## src/rtl/fpcvt_pkg.sv

```systemverilog
// Shared constants and segment encoding for the converter display stage.
package fpcvt_pkg;

    localparam int EXP_W = 3;
    localparam int SIG_W = 4;

    localparam logic [6:0] SEG_BLANK = 7'b1111111;
    localparam logic [6:0] SEG_MINUS = 7'b0111111;

    localparam logic [1:0] DIG_SIGN  = 2'd3;
    localparam logic [1:0] DIG_EXP   = 2'd2;
    localparam logic [1:0] DIG_TENS  = 2'd1;
    localparam logic [1:0] DIG_UNITS = 2'd0;

    // Active-low segment pattern, bit order g..a; anything outside 0-9 is blank.
    function automatic logic [6:0] seg_encode(input logic [3:0] val);
        logic [6:0] pat;
        case (val)
            4'd0:    pat = 7'b1000000;
            4'd1:    pat = 7'b1111001;
            4'd2:    pat = 7'b0100100;
            4'd3:    pat = 7'b0110000;
            4'd4:    pat = 7'b0011001;
            4'd5:    pat = 7'b0010010;
            4'd6:    pat = 7'b0000010;
            4'd7:    pat = 7'b1111000;
            4'd8:    pat = 7'b0000000;
            4'd9:    pat = 7'b0010000;
            default: pat = SEG_BLANK;
        endcase
        return pat;
    endfunction

endpackage

```

## src/rtl/fpcvt_display_if.sv

```systemverilog
// Converter-side capture inputs and board-side display outputs of the display stage.
interface fpcvt_display_if;
    import fpcvt_pkg::*;

    logic             load;
    logic             S;
    logic [EXP_W-1:0] E;
    logic [SIG_W-1:0] F;
    logic [6:0]       seg;
    logic             dp;
    logic [3:0]       an;
    logic             valid;

    modport master (output load, S, E, F, input seg, dp, an, valid);
    modport slave  (input load, S, E, F, output seg, dp, an, valid);

endinterface

```

## src/rtl/fpcvt_display_seg7_decode.sv

```systemverilog
// Combinational BCD digit to active-low seven-segment decoder with blanking.
module seg7_decode
    import fpcvt_pkg::*;
(
    input  logic [3:0] val,
    input  logic       blank,
    output logic [6:0] seg
);

    logic [6:0] seg_s;

    // Blank request or non-decimal value forces all segments off
    always_comb begin
        seg_s = SEG_BLANK;
        if (blank || (val > 4'd9)) begin
            seg_s = SEG_BLANK;
        end else begin
            seg_s = seg_encode(val);
        end
    end

    assign seg = seg_s;

endmodule

```

## src/rtl/fpcvt_display.sv

```systemverilog
// Captures the converter's S/E/F word and scans it onto a 4-digit active-low
// seven-segment display: sign, exponent with decimal point, significand tens, units.
module fpcvt_display
    import fpcvt_pkg::*;
#(
    parameter int REFRESH_DIV = 100000
) (
    input  logic              clk,
    input  logic              rst_n,
    fpcvt_display_if.slave    bus
);

    localparam int PW = (REFRESH_DIV > 1) ? $clog2(REFRESH_DIV) : 1;
    localparam logic [PW-1:0] PCNT_LAST = PW'(REFRESH_DIV - 1);

    logic             s_r;
    logic [EXP_W-1:0] e_r;
    logic [SIG_W-1:0] f_r;
    logic             valid_r;
    logic [PW-1:0]    pcnt_r;
    logic [1:0]       idx_r;
    logic [6:0]       seg_r;
    logic             dp_r;
    logic [3:0]       an_r;

    logic             tick_s;
    logic [1:0]       nidx_s;
    logic             tens_s;
    logic [SIG_W-1:0] units_s;
    logic [3:0]       dec_val_s;
    logic             dec_blank_s;
    logic [6:0]       dec_seg_s;
    logic             minus_s;
    logic [6:0]       seg_nxt_s;
    logic             dp_nxt_s;
    logic [3:0]       an_nxt_s;

    assign tick_s  = (pcnt_r == PCNT_LAST);
    assign nidx_s  = idx_r + 2'd1;
    assign tens_s  = (f_r >= 4'd10);
    assign units_s = tens_s ? (f_r - 4'd10) : f_r;
    assign an_nxt_s = ~(4'b0001 << nidx_s);

    // Capture register; reset wins over a coincident load
    always_ff @(posedge clk) begin
        if (!rst_n) begin
            s_r     <= 1'b0;
            e_r     <= {EXP_W{1'b0}};
            f_r     <= {SIG_W{1'b0}};
            valid_r <= 1'b0;
        end else if (bus.load) begin
            s_r     <= bus.S;
            e_r     <= bus.E;
            f_r     <= bus.F;
            valid_r <= 1'b1;
        end
    end

    // Slot prescaler and digit index
    always_ff @(posedge clk) begin
        if (!rst_n) begin
            pcnt_r <= {PW{1'b0}};
            idx_r  <= 2'd0;
        end else if (tick_s) begin
            pcnt_r <= {PW{1'b0}};
            idx_r  <= nidx_s;
        end else begin
            pcnt_r <= pcnt_r + {{(PW-1){1'b0}}, 1'b1};
        end
    end

    // Select what the upcoming slot shows, from the capture register as it stands now
    always_comb begin
        dec_val_s   = 4'd0;
        dec_blank_s = 1'b1;
        minus_s     = 1'b0;
        dp_nxt_s    = 1'b1;
        seg_nxt_s   = SEG_BLANK;
        case (nidx_s)
            DIG_SIGN: begin
                minus_s = s_r;
            end
            DIG_EXP: begin
                dec_val_s   = {{(SIG_W-EXP_W){1'b0}}, e_r};
                dec_blank_s = 1'b0;
                dp_nxt_s    = 1'b0;
            end
            DIG_TENS: begin
                dec_val_s   = 4'd1;
                dec_blank_s = ~tens_s;
            end
            DIG_UNITS: begin
                dec_val_s   = units_s;
                dec_blank_s = 1'b0;
            end
            default: begin
                dec_blank_s = 1'b1;
            end
        endcase
        if (!valid_r) begin
            seg_nxt_s = SEG_BLANK;
            dp_nxt_s  = 1'b1;
        end else if (minus_s) begin
            seg_nxt_s = SEG_MINUS;
        end else begin
            seg_nxt_s = dec_seg_s;
        end
    end

    seg7_decode u_dec (
        .val   (dec_val_s),
        .blank (dec_blank_s),
        .seg   (dec_seg_s)
    );

    // Display outputs change only on a slot boundary, so they are glitch-free per slot
    always_ff @(posedge clk) begin
        if (!rst_n) begin
            an_r  <= 4'b1110;
            seg_r <= SEG_BLANK;
            dp_r  <= 1'b1;
        end else if (tick_s) begin
            an_r  <= an_nxt_s;
            seg_r <= seg_nxt_s;
            dp_r  <= dp_nxt_s;
        end
    end

    assign bus.seg   = seg_r;
    assign bus.dp    = dp_r;
    assign bus.an    = an_r;
    assign bus.valid = valid_r;

endmodule
```

## src/flat_wrapper.sv

```systemverilog
// flat-port wrapper written by rule: the top's interface ports become plain ports
module fpcvt_display_flat import fpcvt_pkg::*;
#(
    parameter int REFRESH_DIV = 100000
)
  (clk, rst_n, bus_load, bus_S, bus_E, bus_F, bus_seg, bus_dp, bus_an, bus_valid);
  fpcvt_display_if bus_i ();
  input  logic clk;
  input  logic rst_n;
  input wire logic [$bits(bus_i.load)-1:0] bus_load;
  input wire logic [$bits(bus_i.S)-1:0] bus_S;
  input wire logic [$bits(bus_i.E)-1:0] bus_E;
  input wire logic [$bits(bus_i.F)-1:0] bus_F;
  output wire logic [$bits(bus_i.seg)-1:0] bus_seg;
  output wire logic [$bits(bus_i.dp)-1:0] bus_dp;
  output wire logic [$bits(bus_i.an)-1:0] bus_an;
  output wire logic [$bits(bus_i.valid)-1:0] bus_valid;
  assign bus_i.load = bus_load;
  assign bus_i.S = bus_S;
  assign bus_i.E = bus_E;
  assign bus_i.F = bus_F;
  assign bus_seg = bus_i.seg;
  assign bus_dp = bus_i.dp;
  assign bus_an = bus_i.an;
  assign bus_valid = bus_i.valid;
  fpcvt_display #(.REFRESH_DIV(REFRESH_DIV)) u_core (.clk(clk), .rst_n(rst_n), .bus(bus_i));
endmodule
```

## config.mk

```make
export PLATFORM = sky130hd
export DESIGN_NAME = fpcvt_display_flat
export DESIGN_NICKNAME = d
export VERILOG_FILES = /design/src/rtl/fpcvt_pkg.sv /design/src/rtl/fpcvt_display_if.sv /design/src/rtl/fpcvt_display_seg7_decode.sv /design/src/rtl/fpcvt_display.sv /design/src/flat_wrapper.sv
export SDC_FILE = /design/constraint.sdc
export NUM_CORES = 1
export LEC_CHECK = 0
export ABC_AREA = 1
export CORE_MARGIN = 5
export CORE_UTILIZATION = 60
export CTS_BUF_LIST = sky130_fd_sc_hd__clkbuf_8
export CTS_CLUSTER_DIAMETER = 80
export DETAILED_ROUTE_END_ITERATION = 10
export GPL_TIMING_DRIVEN = 0
export HOLD_SLACK_MARGIN = 0.15
export PLACE_DENSITY = 0.95
export REMOVE_ABC_BUFFERS = 1
export SYNTH_ARGS = -nofsm -noshare
export SYNTH_HDL_FRONTEND = slang
export SYNTH_SLANG_ARGS = --single-unit
```

## constraint.sdc

```tcl
create_clock -name clk -period 3.7 [get_ports clk]
set_clock_uncertainty 0.1 [all_clocks]
set_input_delay 0.555 -clock clk [delete_from_list [all_inputs] [get_ports clk]]
set_output_delay 0.555 -clock clk [all_outputs]
set_load 0.02 [all_outputs]
```

==> impl_metrics.csv <==
group,metric,value,unit
run_status,status,"completed",
worst_hold_path,hp-class,"reg -> reg",
clocking,cts.repair.resized,0,
finish,drive_above_1_share,16.72,%
clocking,cts_tree,"yes",
setup_path,end_kind,"flip-flop",
synthesis,syn_inst,267,
setup_path,worstSetupPathType,"reg -> reg",
die,die_y,68.89,um
timing,hold_viol_final,0,
finish,diodes,0,
die,coreArea,0.003337,mm^2
setup_path,r2r-start,"u_core.idx_r[0]",
power_and_ir_drop,clkPwrFrac,36.0,%
global_route,grt_pass1_wl,6796,um
synthesis,synth_warnings,0,
global_route,grt_overflow,0,
timing,final_max_slew_viol_count,0,
power_and_ir_drop,power,0.7701,mW
route,firstDrtPassIters,4,
finish,layout_commonest_cell,"nand2_1",
route,vias_per_cell,5.112,
global_route,antenna_found_initial,0,
timing,fin_setup_tns,0,ns
timing,tightest_slew,0.4210,ns
timing,fin_crit_sh,56.76,%
finish,fillCellCount,264,
clocking,max-clock-path-buffers,2,
die,start_util,62.35,%
clocking,cts_setup_buffers,0,
setup_path,r2r-end,"u_core.bus.seg[0]",
power_and_ir_drop,power_density,317.4,mW/mm^2
global_route,grt_max_degree,25,
timing,whs,0.3657,ns
clocking,clock_sinks,40,
finish,syn_to_final_growth,16.60,%
timing,finalSetupViolCount,0,
route,antenna_left,0,
synthesis,yosysSeqAreaShare,38.48,%
die,dieArea,0.004746,mm^2
die,dieWidth,68.89,um
clocking,clock_latency,0.30,ns
clocking,cts_root_buffer,"clkbuf_8",
place,gp_routability_congestion,0.8278,
place,dp_hpwl,3113,um
die,fp-row-count,21,
route,drc,0,
setup_path,reg2regPathDepth,10,
setup_path,cpMostUsedCell,"inv_1",
setup_path,startpoint,"u_core.idx_r[0]",
synthesis,ys_ff_latch,40,
power_and_ir_drop,pwr-share-comb,6.0,%
power_and_ir_drop,power_frac_seq,58.0,%
setup_path,crit_end,"u_core.bus.seg[0]",
die,io_pins,24,
setup_path,cpPeakStageDelay,0.37,ns
timing,slew_headroom,71.85,%
power_and_ir_drop,ir_drop,295.5,uV
power_and_ir_drop,power.switching,0.1818,mW
power_and_ir_drop,swShare,23.61,%
power_and_ir_drop,intPower,0.5883,mW
setup_path,crit_arrival,2.22,ns
setup_path,required,3.82,ns
flow_run,max_cap_violations,0,
power_and_ir_drop,p_leak,1.013,nW
timing,rsz0062_at_grt,"false",
route,drt-wirelength-per-cell,11.94,um
setup_path,r2r_setup_slack,1.60,ns
clocking,h-tree-depth,2,
place,portBuffers,23,
finish,layout_common_cells,"nand2_1, dfxtp_1, nor2_1",
timing,max_freq,0.4762,GHz
synthesis,ys_types,36,
timing,period_minus_slack,2.100,ns
global_route,grt_pass1_vias,1664,
setup_path,cp_max_fo,5,
setup_path,worstSetupStartpointType,"flip-flop",
route,drtIter0Drc,64,
synthesis,synth.avg_cell_area,7.793,um^2
setup_path,worstPathCellList,"inv_1 -> ha_1 -> inv_1 -> nand2_1 -> inv_1 -> ha_1 -> inv_1 -> a21oi_1 -> o21ai_1 -> a21oi_2",
finish,fin_area,0.002426,mm^2
global_route,track_usage,19.58,%
clocking,numCtsBuffers,5,
clocking,clkSlewWorstSetupHoldPaths,0.08,ns
setup_path,slowest_stage,"dfxtp_1",
place,placed_area,0.002345,mm^2
route,wl,4049,um
route,dr_total_vias,1733,
finish,nets,316,
synthesis,syn_area,0.002081,mm^2
clocking,hold_buffers,0,
==> how the worst min path moves through the flow <==
stage	start	to	slack, ns	depth (start not counted)
after floorplan	u_core.pcnt_r[0]	u_core.pcnt_r[0]	0.33	1
after global placement	u_core.pcnt_r[0]	u_core.pcnt_r[0]	0.34	1
after detailed placement	u_core.bus.an[0]	u_core.bus.an[0]	0.35	2
after CTS	u_core.bus.an[0]	u_core.bus.an[0]	0.36	2
after global routing	u_core.bus.an[0]	u_core.bus.an[0]	0.38	2
final	u_core.pcnt_r[0]	u_core.pcnt_r[0]	0.37	1
==> final cells by class <==
| class | count | area [um^2] | area share [%] |
|---|---|---|---|
| flip-flops and latches | 40 | 800.8 | 33.01 |
| well taps | 46 | 57.56 | 2.372 |
| multi-input cells | 189 | 1129 | 46.52 |
| clock inverters | 2 | 12.51 | 0.5157 |
| repair buffers | 23 | 230.2 | 9.489 |
| clock buffers | 5 | 68.82 | 2.837 |
| inverters | 34 | 127.6 | 5.260 |
==> per-stage QoR <==
step / utilization (%) / std cells / setup slack, ns
6_report: 72.70 / 339 / 1.600
5_1_grt: 72.70 / 339 / 1.313
4_1_cts: 72.70 / 339 / 1.618
3_5_place_dp: 70.27 / 332 / 1.550
3_3_place_gp: 70.27 / 332 / 1.562
2_1_floorplan: - / 263 / 1.856
==> critical path, delay by kind of cell (launching register included) <==
kind	cells	cell delay, ns
AOI/OAI and AO/OA	3	0.53
and+or+nand+nor	1	0.15
adders and majority gates	2	0.43
DFF	1	0.37
buffers and inverters	4	0.44
==> registers in the layout, indices dropped and copies added (netlist names) <==
name	flops
u_core.idx_r	2
u_core.bus.dp	1
u_core.bus.an	4
u_core.e_r	3
u_core.pcnt_r	17
u_core.bus.seg	7
u_core.bus.valid	1
u_core.s_r	1
u_core.f_r	4
==> power groups by stage <==
stage | registers [mW] | logic, mW | clock network [mW]
floorplan | 0.456 | 0.0257 | 0
global placement | 0.456 | 0.0448 | 0
detailed placement | 0.457 | 0.0463 | 0
CTS | 0.446 | 0.0466 | 0.285
global route | 0.447 | 0.0526 | 0.303
finish | 0.446 | 0.0460 | 0.278
==> cell families after synthesis <==
logic type                 share of synthesized area (%)
and+or+nand+nor                                    30.67
DFF                                                38.48
buffers and inverters                              7.276
AOI/OAI and AO/OA                                  14.67
adders and majority gates                          7.216
xor gates and xnor gates                           1.684
==> Yosys cell counts <==
cell type / n / share of area [%]
nand4_2: 1 / 0.60
o21a_1: 3 / 1.1
xor2_1: 3 / 1.3
buf_2: 1 / 0.24
o21ai_1: 3 / 0.72
nand2_1: 47 / 8.5
clkbuf_1: 2 / 0.36
o21bai_1: 1 / 0.36
inv_1: 26 / 4.7
o211ai_1: 2 / 0.72
and2_1: 1 / 0.30
a21oi_1: 17 / 4.1
nand4_1: 1 / 0.30
nand2_2: 7 / 2.1
nand3_4: 1 / 0.84
o21ai_0: 14 / 3.4
or2_2: 1 / 0.30
nor3_1: 3 / 0.72
buf_6: 1 / 0.54
a21boi_0: 1 / 0.36
ha_1: 12 / 7.2
dfxtp_1: 40 / 38
nor2_1: 31 / 5.6
a31oi_1: 2 / 0.60
nor4_1: 1 / 0.30
nand2_4: 3 / 1.6
nor3_2: 2 / 0.96
nand3_2: 3 / 1.4
xnor2_1: 1 / 0.42
clkinv_1: 1 / 0.18
nor2_4: 7 / 3.8
inv_2: 7 / 1.3
nor2_2: 2 / 0.60
nand3_1: 10 / 2.4
a21oi_2: 8 / 3.4
or2_1: 1 / 0.30
==> routing by layer <==
layer,wire [um],GRT usage (%),part of all wire (%),up-vias
met5,0,0,0,-
met4,80,8.759,2.0,0
met3,197,6.483,4.9,10
met2,2095,35.36,52,34
met1,1676,20.42,41,783
li1,-,-,-,906
No activity file was read; power rests on OpenSTA's default activity.
